==> src/rtl/id_exe_stage_reg_pkg.sv <==
// Shared definitions for the ID/EXE pipeline register: datapath width,
// ALU command encodings, shift types, flag indices and field-group structs.
package id_exe_stage_reg_pkg;

  localparam int REGISTER_LEN = 32;

  localparam logic ENABLE  = 1'b1;
  localparam logic DISABLE = 1'b0;

  // ALU commands (several opcodes share an encoding)
  localparam int EXE_CMD_LEN = 4;
  localparam logic [EXE_CMD_LEN-1:0] EXE_MOV = 4'b0001;
  localparam logic [EXE_CMD_LEN-1:0] EXE_MVN = 4'b1001;
  localparam logic [EXE_CMD_LEN-1:0] EXE_ADD = 4'b0010;
  localparam logic [EXE_CMD_LEN-1:0] EXE_ADC = 4'b0011;
  localparam logic [EXE_CMD_LEN-1:0] EXE_SUB = 4'b0100;
  localparam logic [EXE_CMD_LEN-1:0] EXE_SBC = 4'b0101;
  localparam logic [EXE_CMD_LEN-1:0] EXE_AND = 4'b0110;
  localparam logic [EXE_CMD_LEN-1:0] EXE_ORR = 4'b0111;
  localparam logic [EXE_CMD_LEN-1:0] EXE_EOR = 4'b1000;
  localparam logic [EXE_CMD_LEN-1:0] EXE_CMP = 4'b0100;
  localparam logic [EXE_CMD_LEN-1:0] EXE_TST = 4'b0110;
  localparam logic [EXE_CMD_LEN-1:0] EXE_LDR = 4'b0010;
  localparam logic [EXE_CMD_LEN-1:0] EXE_STR = 4'b0010;

  // Shift-type encodings used by the Val2 generator
  localparam logic [1:0] SHIFT_LSL = 2'b00;
  localparam logic [1:0] SHIFT_LSR = 2'b01;
  localparam logic [1:0] SHIFT_ASR = 2'b10;
  localparam logic [1:0] SHIFT_ROR = 2'b11;

  // NZCV bit positions in the status nibble
  localparam int FLAG_N = 3;
  localparam int FLAG_Z = 2;
  localparam int FLAG_C = 1;
  localparam int FLAG_V = 0;

  // Datapath group: pc, val_rn, val_rm, shift_operand, signed_imm_24
  localparam int DATA_W = 3*REGISTER_LEN + 12 + 24;

  typedef struct packed {
    logic                   valid;
    logic                   immd;
    logic                   b;
    logic                   s;
    logic                   wb_en;
    logic                   mem_r_en;
    logic                   mem_w_en;
    logic [EXE_CMD_LEN-1:0] exe_cmd;
    logic [3:0]             status;
  } ctrl_t;

  typedef struct packed {
    logic [3:0] dest;
    logic [3:0] src1;
    logic [3:0] src2;
  } regs_t;

endpackage

==> src/rtl/id_exe_stage_reg_if.sv <==
// ID -> EXE bus: decoded instruction from ID and its registered copy to EXE.
interface id_exe_stage_reg_if;
  import id_exe_stage_reg_pkg::*;

  logic                    valid_in, valid_out;
  logic [REGISTER_LEN-1:0] pc_in, pc_out;
  logic [REGISTER_LEN-1:0] val_rn_in, val_rn_out;
  logic [REGISTER_LEN-1:0] val_rm_in, val_rm_out;
  logic [11:0]             shift_operand_in, shift_operand_out;
  logic [23:0]             signed_imm_24_in, signed_imm_24_out;
  logic                    immd_in, immd_out;
  logic                    b_in, b_out;
  logic                    s_in, s_out;
  logic                    wb_en_in, wb_en_out;
  logic                    mem_r_en_in, mem_r_en_out;
  logic                    mem_w_en_in, mem_w_en_out;
  logic [EXE_CMD_LEN-1:0]  exe_cmd_in, exe_cmd_out;
  logic [3:0]              dest_in, dest_out;
  logic [3:0]              src1_in, src1_out;
  logic [3:0]              src2_in, src2_out;
  logic [3:0]              status_in, status_out;
  logic                    mem_cmd_out;

  // ID side drives the *_in fields and may observe the stage outputs
  modport master (
    output valid_in, pc_in, val_rn_in, val_rm_in, shift_operand_in, signed_imm_24_in,
           immd_in, b_in, s_in, wb_en_in, mem_r_en_in, mem_w_en_in, exe_cmd_in,
           dest_in, src1_in, src2_in, status_in,
    input  valid_out, pc_out, val_rn_out, val_rm_out, shift_operand_out, signed_imm_24_out,
           immd_out, b_out, s_out, wb_en_out, mem_r_en_out, mem_w_en_out, exe_cmd_out,
           dest_out, src1_out, src2_out, status_out, mem_cmd_out
  );

  // The pipeline register itself
  modport slave (
    input  valid_in, pc_in, val_rn_in, val_rm_in, shift_operand_in, signed_imm_24_in,
           immd_in, b_in, s_in, wb_en_in, mem_r_en_in, mem_w_en_in, exe_cmd_in,
           dest_in, src1_in, src2_in, status_in,
    output valid_out, pc_out, val_rn_out, val_rm_out, shift_operand_out, signed_imm_24_out,
           immd_out, b_out, s_out, wb_en_out, mem_r_en_out, mem_w_en_out, exe_cmd_out,
           dest_out, src1_out, src2_out, status_out, mem_cmd_out
  );
endinterface

==> src/rtl/id_exe_stage_reg_pipe_field_reg.sv <==
// One group of pipeline flops: hold when !en, zero on clr, else load d.
module pipe_field_reg #(
  parameter int W = 8
) (
  input  logic         clk,
  input  logic         rst,
  input  logic         en,
  input  logic         clr,
  input  logic [W-1:0] d,
  output logic [W-1:0] q
);

  // Hold beats clear so a frozen stage keeps its instruction through a flush
  always_ff @(posedge clk or negedge rst) begin
    if (!rst)     q <= '0;
    else if (en)  q <= clr ? '0 : d;
  end

endmodule

==> src/rtl/id_exe_stage_reg.sv <==
// ID/EXE pipeline register with freeze/flush and optional hazard counters.
// Define ID_EXE_STATS_EN to build the stall/bubble statistics counters;
// otherwise stall_cnt/bubble_cnt are tied to zero.
module id_exe_stage_reg
  import id_exe_stage_reg_pkg::*;
#(
  parameter int STAT_W = 16
) (
  input  logic              clk,
  input  logic              rst,
  input  logic              freeze,
  input  logic              flush,
  input  logic              stats_clr,
  id_exe_stage_reg_if.slave bus,
  output logic [STAT_W-1:0] stall_cnt,
  output logic [STAT_W-1:0] bubble_cnt
);

  logic [DATA_W-1:0] data_d, data_q;
  ctrl_t             ctrl_d, ctrl_q;
  regs_t             regs_d, regs_q;

  assign data_d = {bus.pc_in, bus.val_rn_in, bus.val_rm_in,
                   bus.shift_operand_in, bus.signed_imm_24_in};

  assign ctrl_d = '{valid:    bus.valid_in,
                    immd:     bus.immd_in,
                    b:        bus.b_in,
                    s:        bus.s_in,
                    wb_en:    bus.wb_en_in,
                    mem_r_en: bus.mem_r_en_in,
                    mem_w_en: bus.mem_w_en_in,
                    exe_cmd:  bus.exe_cmd_in,
                    status:   bus.status_in};

  assign regs_d = '{dest: bus.dest_in, src1: bus.src1_in, src2: bus.src2_in};

  pipe_field_reg #(.W(DATA_W)) u_data (
    .clk(clk), .rst(rst), .en(!freeze), .clr(flush), .d(data_d), .q(data_q)
  );

  pipe_field_reg #(.W($bits(ctrl_t))) u_ctrl (
    .clk(clk), .rst(rst), .en(!freeze), .clr(flush), .d(ctrl_d), .q(ctrl_q)
  );

  pipe_field_reg #(.W($bits(regs_t))) u_regs (
    .clk(clk), .rst(rst), .en(!freeze), .clr(flush), .d(regs_d), .q(regs_q)
  );

  assign {bus.pc_out, bus.val_rn_out, bus.val_rm_out,
          bus.shift_operand_out, bus.signed_imm_24_out} = data_q;

  assign bus.valid_out    = ctrl_q.valid;
  assign bus.immd_out     = ctrl_q.immd;
  assign bus.b_out        = ctrl_q.b;
  assign bus.s_out        = ctrl_q.s;
  assign bus.wb_en_out    = ctrl_q.wb_en;
  assign bus.mem_r_en_out = ctrl_q.mem_r_en;
  assign bus.mem_w_en_out = ctrl_q.mem_w_en;
  assign bus.exe_cmd_out  = ctrl_q.exe_cmd;
  assign bus.status_out   = ctrl_q.status;
  assign bus.dest_out     = regs_q.dest;
  assign bus.src1_out     = regs_q.src1;
  assign bus.src2_out     = regs_q.src2;

  // Built only from registered bits, so no input-to-output path
  assign bus.mem_cmd_out = ctrl_q.mem_r_en | ctrl_q.mem_w_en;

`ifdef ID_EXE_STATS_EN
  logic bubble_evt;
  assign bubble_evt = !freeze && (flush || !bus.valid_in);

  // Stall counter: one count per frozen edge, saturating; clear has priority
  always_ff @(posedge clk or negedge rst) begin
    if (!rst)                         stall_cnt <= '0;
    else if (stats_clr)               stall_cnt <= '0;
    else if (freeze && !(&stall_cnt)) stall_cnt <= stall_cnt + 1'b1;
  end

  // Bubble counter: flushed or empty captures, saturating; clear has priority
  always_ff @(posedge clk or negedge rst) begin
    if (!rst)                              bubble_cnt <= '0;
    else if (stats_clr)                    bubble_cnt <= '0;
    else if (bubble_evt && !(&bubble_cnt)) bubble_cnt <= bubble_cnt + 1'b1;
  end
`else
  logic stats_clr_unused;
  assign stats_clr_unused = stats_clr;
  assign stall_cnt  = '0;
  assign bubble_cnt = '0;
`endif

endmodule

==> src/flat_wrapper.sv <==
// flat-port wrapper written by rule: the top's interface ports become plain ports
module id_exe_stage_reg_flat import id_exe_stage_reg_pkg::*;
#(
  parameter int STAT_W = 16
)
  (clk, rst, freeze, flush, stats_clr, stall_cnt, bubble_cnt, bus_valid_in, bus_pc_in, bus_val_rn_in, bus_val_rm_in, bus_shift_operand_in, bus_signed_imm_24_in, bus_immd_in, bus_b_in, bus_s_in, bus_wb_en_in, bus_mem_r_en_in, bus_mem_w_en_in, bus_exe_cmd_in, bus_dest_in, bus_src1_in, bus_src2_in, bus_status_in, bus_valid_out, bus_pc_out, bus_val_rn_out, bus_val_rm_out, bus_shift_operand_out, bus_signed_imm_24_out, bus_immd_out, bus_b_out, bus_s_out, bus_wb_en_out, bus_mem_r_en_out, bus_mem_w_en_out, bus_exe_cmd_out, bus_dest_out, bus_src1_out, bus_src2_out, bus_status_out, bus_mem_cmd_out);
  id_exe_stage_reg_if bus_i ();
  input  logic clk;
  input  logic rst;
  input  logic freeze;
  input  logic flush;
  input  logic stats_clr;
  output logic [STAT_W-1:0] stall_cnt;
  output logic [STAT_W-1:0] bubble_cnt;
  input wire logic [$bits(bus_i.valid_in)-1:0] bus_valid_in;
  input wire logic [$bits(bus_i.pc_in)-1:0] bus_pc_in;
  input wire logic [$bits(bus_i.val_rn_in)-1:0] bus_val_rn_in;
  input wire logic [$bits(bus_i.val_rm_in)-1:0] bus_val_rm_in;
  input wire logic [$bits(bus_i.shift_operand_in)-1:0] bus_shift_operand_in;
  input wire logic [$bits(bus_i.signed_imm_24_in)-1:0] bus_signed_imm_24_in;
  input wire logic [$bits(bus_i.immd_in)-1:0] bus_immd_in;
  input wire logic [$bits(bus_i.b_in)-1:0] bus_b_in;
  input wire logic [$bits(bus_i.s_in)-1:0] bus_s_in;
  input wire logic [$bits(bus_i.wb_en_in)-1:0] bus_wb_en_in;
  input wire logic [$bits(bus_i.mem_r_en_in)-1:0] bus_mem_r_en_in;
  input wire logic [$bits(bus_i.mem_w_en_in)-1:0] bus_mem_w_en_in;
  input wire logic [$bits(bus_i.exe_cmd_in)-1:0] bus_exe_cmd_in;
  input wire logic [$bits(bus_i.dest_in)-1:0] bus_dest_in;
  input wire logic [$bits(bus_i.src1_in)-1:0] bus_src1_in;
  input wire logic [$bits(bus_i.src2_in)-1:0] bus_src2_in;
  input wire logic [$bits(bus_i.status_in)-1:0] bus_status_in;
  output wire logic [$bits(bus_i.valid_out)-1:0] bus_valid_out;
  output wire logic [$bits(bus_i.pc_out)-1:0] bus_pc_out;
  output wire logic [$bits(bus_i.val_rn_out)-1:0] bus_val_rn_out;
  output wire logic [$bits(bus_i.val_rm_out)-1:0] bus_val_rm_out;
  output wire logic [$bits(bus_i.shift_operand_out)-1:0] bus_shift_operand_out;
  output wire logic [$bits(bus_i.signed_imm_24_out)-1:0] bus_signed_imm_24_out;
  output wire logic [$bits(bus_i.immd_out)-1:0] bus_immd_out;
  output wire logic [$bits(bus_i.b_out)-1:0] bus_b_out;
  output wire logic [$bits(bus_i.s_out)-1:0] bus_s_out;
  output wire logic [$bits(bus_i.wb_en_out)-1:0] bus_wb_en_out;
  output wire logic [$bits(bus_i.mem_r_en_out)-1:0] bus_mem_r_en_out;
  output wire logic [$bits(bus_i.mem_w_en_out)-1:0] bus_mem_w_en_out;
  output wire logic [$bits(bus_i.exe_cmd_out)-1:0] bus_exe_cmd_out;
  output wire logic [$bits(bus_i.dest_out)-1:0] bus_dest_out;
  output wire logic [$bits(bus_i.src1_out)-1:0] bus_src1_out;
  output wire logic [$bits(bus_i.src2_out)-1:0] bus_src2_out;
  output wire logic [$bits(bus_i.status_out)-1:0] bus_status_out;
  output wire logic [$bits(bus_i.mem_cmd_out)-1:0] bus_mem_cmd_out;
  assign bus_i.valid_in = bus_valid_in;
  assign bus_i.pc_in = bus_pc_in;
  assign bus_i.val_rn_in = bus_val_rn_in;
  assign bus_i.val_rm_in = bus_val_rm_in;
  assign bus_i.shift_operand_in = bus_shift_operand_in;
  assign bus_i.signed_imm_24_in = bus_signed_imm_24_in;
  assign bus_i.immd_in = bus_immd_in;
  assign bus_i.b_in = bus_b_in;
  assign bus_i.s_in = bus_s_in;
  assign bus_i.wb_en_in = bus_wb_en_in;
  assign bus_i.mem_r_en_in = bus_mem_r_en_in;
  assign bus_i.mem_w_en_in = bus_mem_w_en_in;
  assign bus_i.exe_cmd_in = bus_exe_cmd_in;
  assign bus_i.dest_in = bus_dest_in;
  assign bus_i.src1_in = bus_src1_in;
  assign bus_i.src2_in = bus_src2_in;
  assign bus_i.status_in = bus_status_in;
  assign bus_valid_out = bus_i.valid_out;
  assign bus_pc_out = bus_i.pc_out;
  assign bus_val_rn_out = bus_i.val_rn_out;
  assign bus_val_rm_out = bus_i.val_rm_out;
  assign bus_shift_operand_out = bus_i.shift_operand_out;
  assign bus_signed_imm_24_out = bus_i.signed_imm_24_out;
  assign bus_immd_out = bus_i.immd_out;
  assign bus_b_out = bus_i.b_out;
  assign bus_s_out = bus_i.s_out;
  assign bus_wb_en_out = bus_i.wb_en_out;
  assign bus_mem_r_en_out = bus_i.mem_r_en_out;
  assign bus_mem_w_en_out = bus_i.mem_w_en_out;
  assign bus_exe_cmd_out = bus_i.exe_cmd_out;
  assign bus_dest_out = bus_i.dest_out;
  assign bus_src1_out = bus_i.src1_out;
  assign bus_src2_out = bus_i.src2_out;
  assign bus_status_out = bus_i.status_out;
  assign bus_mem_cmd_out = bus_i.mem_cmd_out;
  id_exe_stage_reg #(.STAT_W(STAT_W)) u_core (.clk(clk), .rst(rst), .freeze(freeze), .flush(flush), .stats_clr(stats_clr), .bus(bus_i), .stall_cnt(stall_cnt), .bubble_cnt(bubble_cnt));
endmodule
==> config.mk <==
export PLATFORM = sky130hd
export DESIGN_NAME = id_exe_stage_reg_flat
export DESIGN_NICKNAME = d
export VERILOG_FILES = /design/src/rtl/id_exe_stage_reg_pkg.sv /design/src/rtl/id_exe_stage_reg_if.sv /design/src/rtl/id_exe_stage_reg_pipe_field_reg.sv /design/src/rtl/id_exe_stage_reg.sv /design/src/flat_wrapper.sv
export SDC_FILE = /design/constraint.sdc
export NUM_CORES = 1
export LEC_CHECK = 0
export CORE_ASPECT_RATIO = 0.8
export CORE_MARGIN = 4
export CORE_UTILIZATION = 35
export DETAILED_ROUTE_END_ITERATION = 7
export HOLD_SLACK_MARGIN = 0.08
export PLACE_DENSITY = 0.83
export SLEW_MARGIN = 10
export SYNTH_ARGS = -nofsm -noshare
export SYNTH_HDL_FRONTEND = slang
export SYNTH_SLANG_ARGS = --single-unit
==> constraint.sdc <==
create_clock -name clk -period 0.9 [get_ports clk]
set_input_delay 0.18 -clock clk [delete_from_list [all_inputs] [get_ports clk]]
set_output_delay 0.18 -clock clk [all_outputs]
set_load 0.005 [all_outputs]
## After elaboration in Yosys (flattened, before gate mapping)

Cells that the tools add are included.

- Register bits: 159
- Word-level logic and storage cells: 7
- Output and inout port bits: 192

- Bitwise gates (word level): 1
- Multiplexer cells: 3

Operators with widths:

| cell | count |
|---|---|
| $mux W132 | 1 |
| $mux W15 | 1 |
| $mux W12 | 1 |
| $or A1 B1 Y1 | 1 |

## Longest topological paths before layout

- Depth after elaboration: 1
- Gate-level depth with buffers: 5

## Hierarchy

Synthesis repeated with hierarchy kept, for this count alone.

- Cells, all modules: 721
- Area, all modules: 7158.1 µm²

By module, submodules not included:

| module | instances | area each (µm²) | sequential area each (µm²) | cells an instance |
|---|---|---|---|---|
| pipe_field_reg (u_core.u_data) | 1 | 5736.8 | 3303.2 | 571 |
| pipe_field_reg (u_core.u_ctrl) | 1 | 650.6 | 375.4 | 64 |
| pipe_field_reg (u_core.u_regs) | 1 | 516.7 | 300.3 | 51 |
| id_exe_stage_reg | 1 | 254.0 | 0.0 | 35 |

## Worst setup path after synthesis

Ideal clock, no wire load.

- Path type: register -> output
- From: register u_core.u_ctrl.q[8]
- To: output port bus_mem_cmd_out
- Path slack: 0.044 ns
- Required time: 0.720 ns
- Arrival: 0.676 ns
- Stages on the path, launching flop included: 2
- Path buffers: 0
- Cell sequence: dfrtp_1 -> or2_2

- Longest elaborated chain between the ends: 1

Ends and longest elaborated chain:

| element | line | RTL |
|---|---|---|
| start, declared | id_exe_stage_reg_pipe_field_reg.sv:10 | `output logic [W-1:0] q` |
| start signal, assigned | id_exe_stage_reg_pipe_field_reg.sv:16 | `else if (en) q <= clr ? '0 : d;` |
| $or A1 B1 Y1 | id_exe_stage_reg.sv:67 | `assign bus.mem_cmd_out = ctrl_q.mem_r_en \| ctrl_q.mem_w_en;` |
| end, declared | flat_wrapper.sv:49 | `output wire logic [$bits(bus_i.mem_cmd_out)-1:0] bus_mem_cmd_out;` |

Every way passes these cells.

## Final worst setup path

- From: register u_core.u_ctrl.q[9]
- To: output port bus_mem_cmd_out

The elaborated chain is that of the path after synthesis.

==> metrics.md <==
| Metric | Value |
|---|---|
| Status | `complete, but fails checks` |
| Failing checks | `setup timing` |
| Maximum buffer depth of the clock tree | `2` |
| Setup TNS Final | `-32090 ps` |
| Placement Setup Slack | `-380 ps` |
| H-tree depth | `4` |
| Synth Cell Area | `7030 um^2` |
| Initial Utilization | `0.355` |
| CTS root buffer | `clkbuf_16` |
| Grt ovf | `0` |
| CP required | `between 700 and 800 ps` |
| Grt met3 use | `0.0811` |
| Crit path depth | `2` |
| Area Growth Syn to Fin | `54.9%` |
| Synthesized area per cell | `9.87 um^2` |
| First-pass GRT wire length | `31800 um` |
| Worst hold path class | `input port to flop` |
| Antenna violations before repair | `0` |
| Period utilization | `1.49` |
| CP Data Arrival Time | `1160 ps` |
| Sw Pwr | `4.56 mW` |
| Placed insts | `1289` |
| Post-route setup slack | `-438 ps` |
| Synth cell types | `12` |
| Met1 layer usage reported by global route | `0.210` |
| Slowest stage cell, crit path | `dfrtp_1` |
| Final wirelength | `20700 um` |
| Fmax | `0.747 GHz` |
| CTS tree | `built` |
| Fillcell total | `1770` |
| Total CTS buffers | `17` |
| Routed via count | `just over 6000` |
| Antenna Violating Nets Remaining | `0` |
| Int Pwr | `14.0 mW` |
| Crit start category | `flop` |
| Final Wtd Congestion | `0.781` |
| CP cell instances | `or2_4 -> buf_6` |
| CP endpoint | `bus_mem_cmd_out` |
| Post-synthesis instance total | `just over 700` |
| Die W | `167 um` |
| M2 GR Usage | `0.293` |
| Pwr dens | `1700 nW/um^2` |
| Reg2reg path depth | `3` |
| Crit end category | `primary output` |
| I/O Pins | `356` |
| CTS Sinks | `159` |
| P_leak | `5.33 nW` |
| Max FO, Critical Path | `2` |
| Sw Share | `0.246` |
| Final hold violations | `0` |
| Number of synthesized register bits | `~160` |
| Antenna diodes | `0` |
| Busiest metal layer after global routing | `met2` |
| Total GRT Usage | `0.176` |
| Worst r2r src | `u_core.u_data.q[128]` |
| Worst path top cell family by delay | `flip-flops` |
| DR iter-0 viols | `376` |
| Buf+Inv Stages, Crit Path | `1` |
| Largest net degree at the start of global routing | `67` |
| # setup viols final | `161` |
| Port Buffer Count | `322` |
| Clk_skew | `0 ps` |
| Seq pwr share | `0.431` |
| Min Tclk post-route | `1340 ps` |
| Kind of critical path | `flop to primary output` |
| Placed standard-cell area | `10500 um^2` |
| Number of synthesis warnings | `0` |
| Post-synthesis sequential area ratio | `0.566` |
| Vias/cell | `4.39` |
| Max-slew violation count | `0` |
| Peak supply drop | `between 1 and 1.5 mV` |
| Share of cells above drive strength 1 | `0.280` |
| Max Cap Viol | `0` |
| Clock power frac | `0.393` |
| Post-route design area | `10900 um^2` |
| Vias in the first global route | `between 5000 and 6000` |
| Commonest non-fill, non-tap cells in the layout | `clkdlybuf4s50_1 (159), dfrtp_1 (159), buf_2 (157)` |
| Unrepaired setup endpoints after global routing | `true` |
| Worst setup path start | `u_core.u_ctrl.q[9]` |
| Clk_lat worst skew | `400 ps` |
| Combinational Power Share | `0.177` |
| Number of core rows | `46` |
| WL/cell | `14.8 um` |
| Pre-Repair DR Iteration Count | `5` |
| Full die area | `22400 um^2` |
| DRC viols | `0` |
| Slowest stage delay, CP | `400 ps` |
| Reg2reg end | `u_core.u_data.q[128]` |
| Worst reg-to-reg setup slack | `-10 ps` |
| CTS clk-pin slew, worst paths | `approximately 70 ps` |
| Core Area | `19800 um^2` |
| Hold Slack | `174 ps` |
| Final cell count without fillers | `1399` |
| Layout net count | `roughly 1300` |
| Chip height | `roughly 130 um` |
| Dpl hpwl | `14800 um` |
## repair_timing
item / CTS / global route
setup buffers: 43 / 36
setup endpoints to repair: 160 / 161
hold endpoints to repair: 159 / 0
gates resized for setup: 644 / 5
pin swaps: 1 / 0
hold buffers: 1 / 0
## sequential cells by signal (all words and copies together) (netlist names)
signal           count
u_core.u_ctrl.q     15
u_core.u_data.q    132
u_core.u_regs.q     12
## power by group through the flow
stage	clock [mW]	combinational (mW)	sequential, mW
after floorplan	0	1.13	8.16
after global placement	0	3.36	8.10
after detailed placement	0	3.41	8.13
after CTS	7.50	3.12	7.97
after global routing	7.83	3.60	8.03
final	7.27	3.28	7.98
## per-layer routing
| metal | share of wire | vias up | wire [um] |
|---|---|---|---|
| li1 | - | 3032 | - |
| met1 | 0.41 | 2840 | 8460 |
| met2 | 0.48 | 256 | 9920 |
| met3 | 0.098 | 19 | 2030 |
| met4 | 0.013 | 0 | 274 |
| met5 | 0 | - | 0 |
## metrics by stage
stage                     power, mW   util
after floorplan                9.29      -
after global placement         11.5  0.529
after detailed placement       11.5  0.529
after CTS                      18.6  0.536
after global routing           19.5  0.550
final                          18.5  0.550
## layout make-up
cell class                      instances  area [um^2]  area share
Timing Repair Buffer                  445         3490       0.321
Tap cell                              264          330      0.0303
Clock inverter                         12          160      0.0147
Multi-Input combinational cell        501         2500       0.230
Clock buffer                           18          429      0.0394
Sequential cell                       159         3980       0.365
## kinds of logic after synthesis
family | Yosys count | synth area share
AND/OR/NAND/NOR | 310 | 0.222
AO/OA/AOI/OAI | 159 | 0.116
flip-flops | 159 | 0.566
buffers and inverters | 84 | 0.0964
other | 1 | 0.000533
## worst reg2reg max path, stage by stage (launching register included)
cell	delay, ps
dfrtp_1	390
buf_6	120
buf_6	100
a22o_1	190
## how the worst min path moves through the flow
stage,from,endpoint,slack (ps),cells after the start
floorplan,rst,u_core.u_ctrl.q[0],-120,0
global placement,rst,u_core.u_data.q[106],60,1
detailed placement,rst,u_core.u_data.q[96],60,1
CTS,freeze,u_core.u_data.q[13],160,3
global route,rst,u_core.u_data.q[92],180,2
finish,freeze,u_core.u_data.q[13],170,3
## Yosys cell counts, drive strengths merged
| cell | count | area, um^2 |
|---|---|---|
| a22o | 5 | 43.8 |
| buf | 80 | 663 |
| clkbuf | 4 | 15.0 |
| conb | 1 | 3.75 |
| dfrtp | 159 | 3980 |
| nand2 | 154 | 578 |
| nand2b | 154 | 963 |
| nor2 | 1 | 11.3 |
| o21ai | 154 | 771 |
| or2 | 1 | 6.26 |
(Power assumes the default switching activity.)
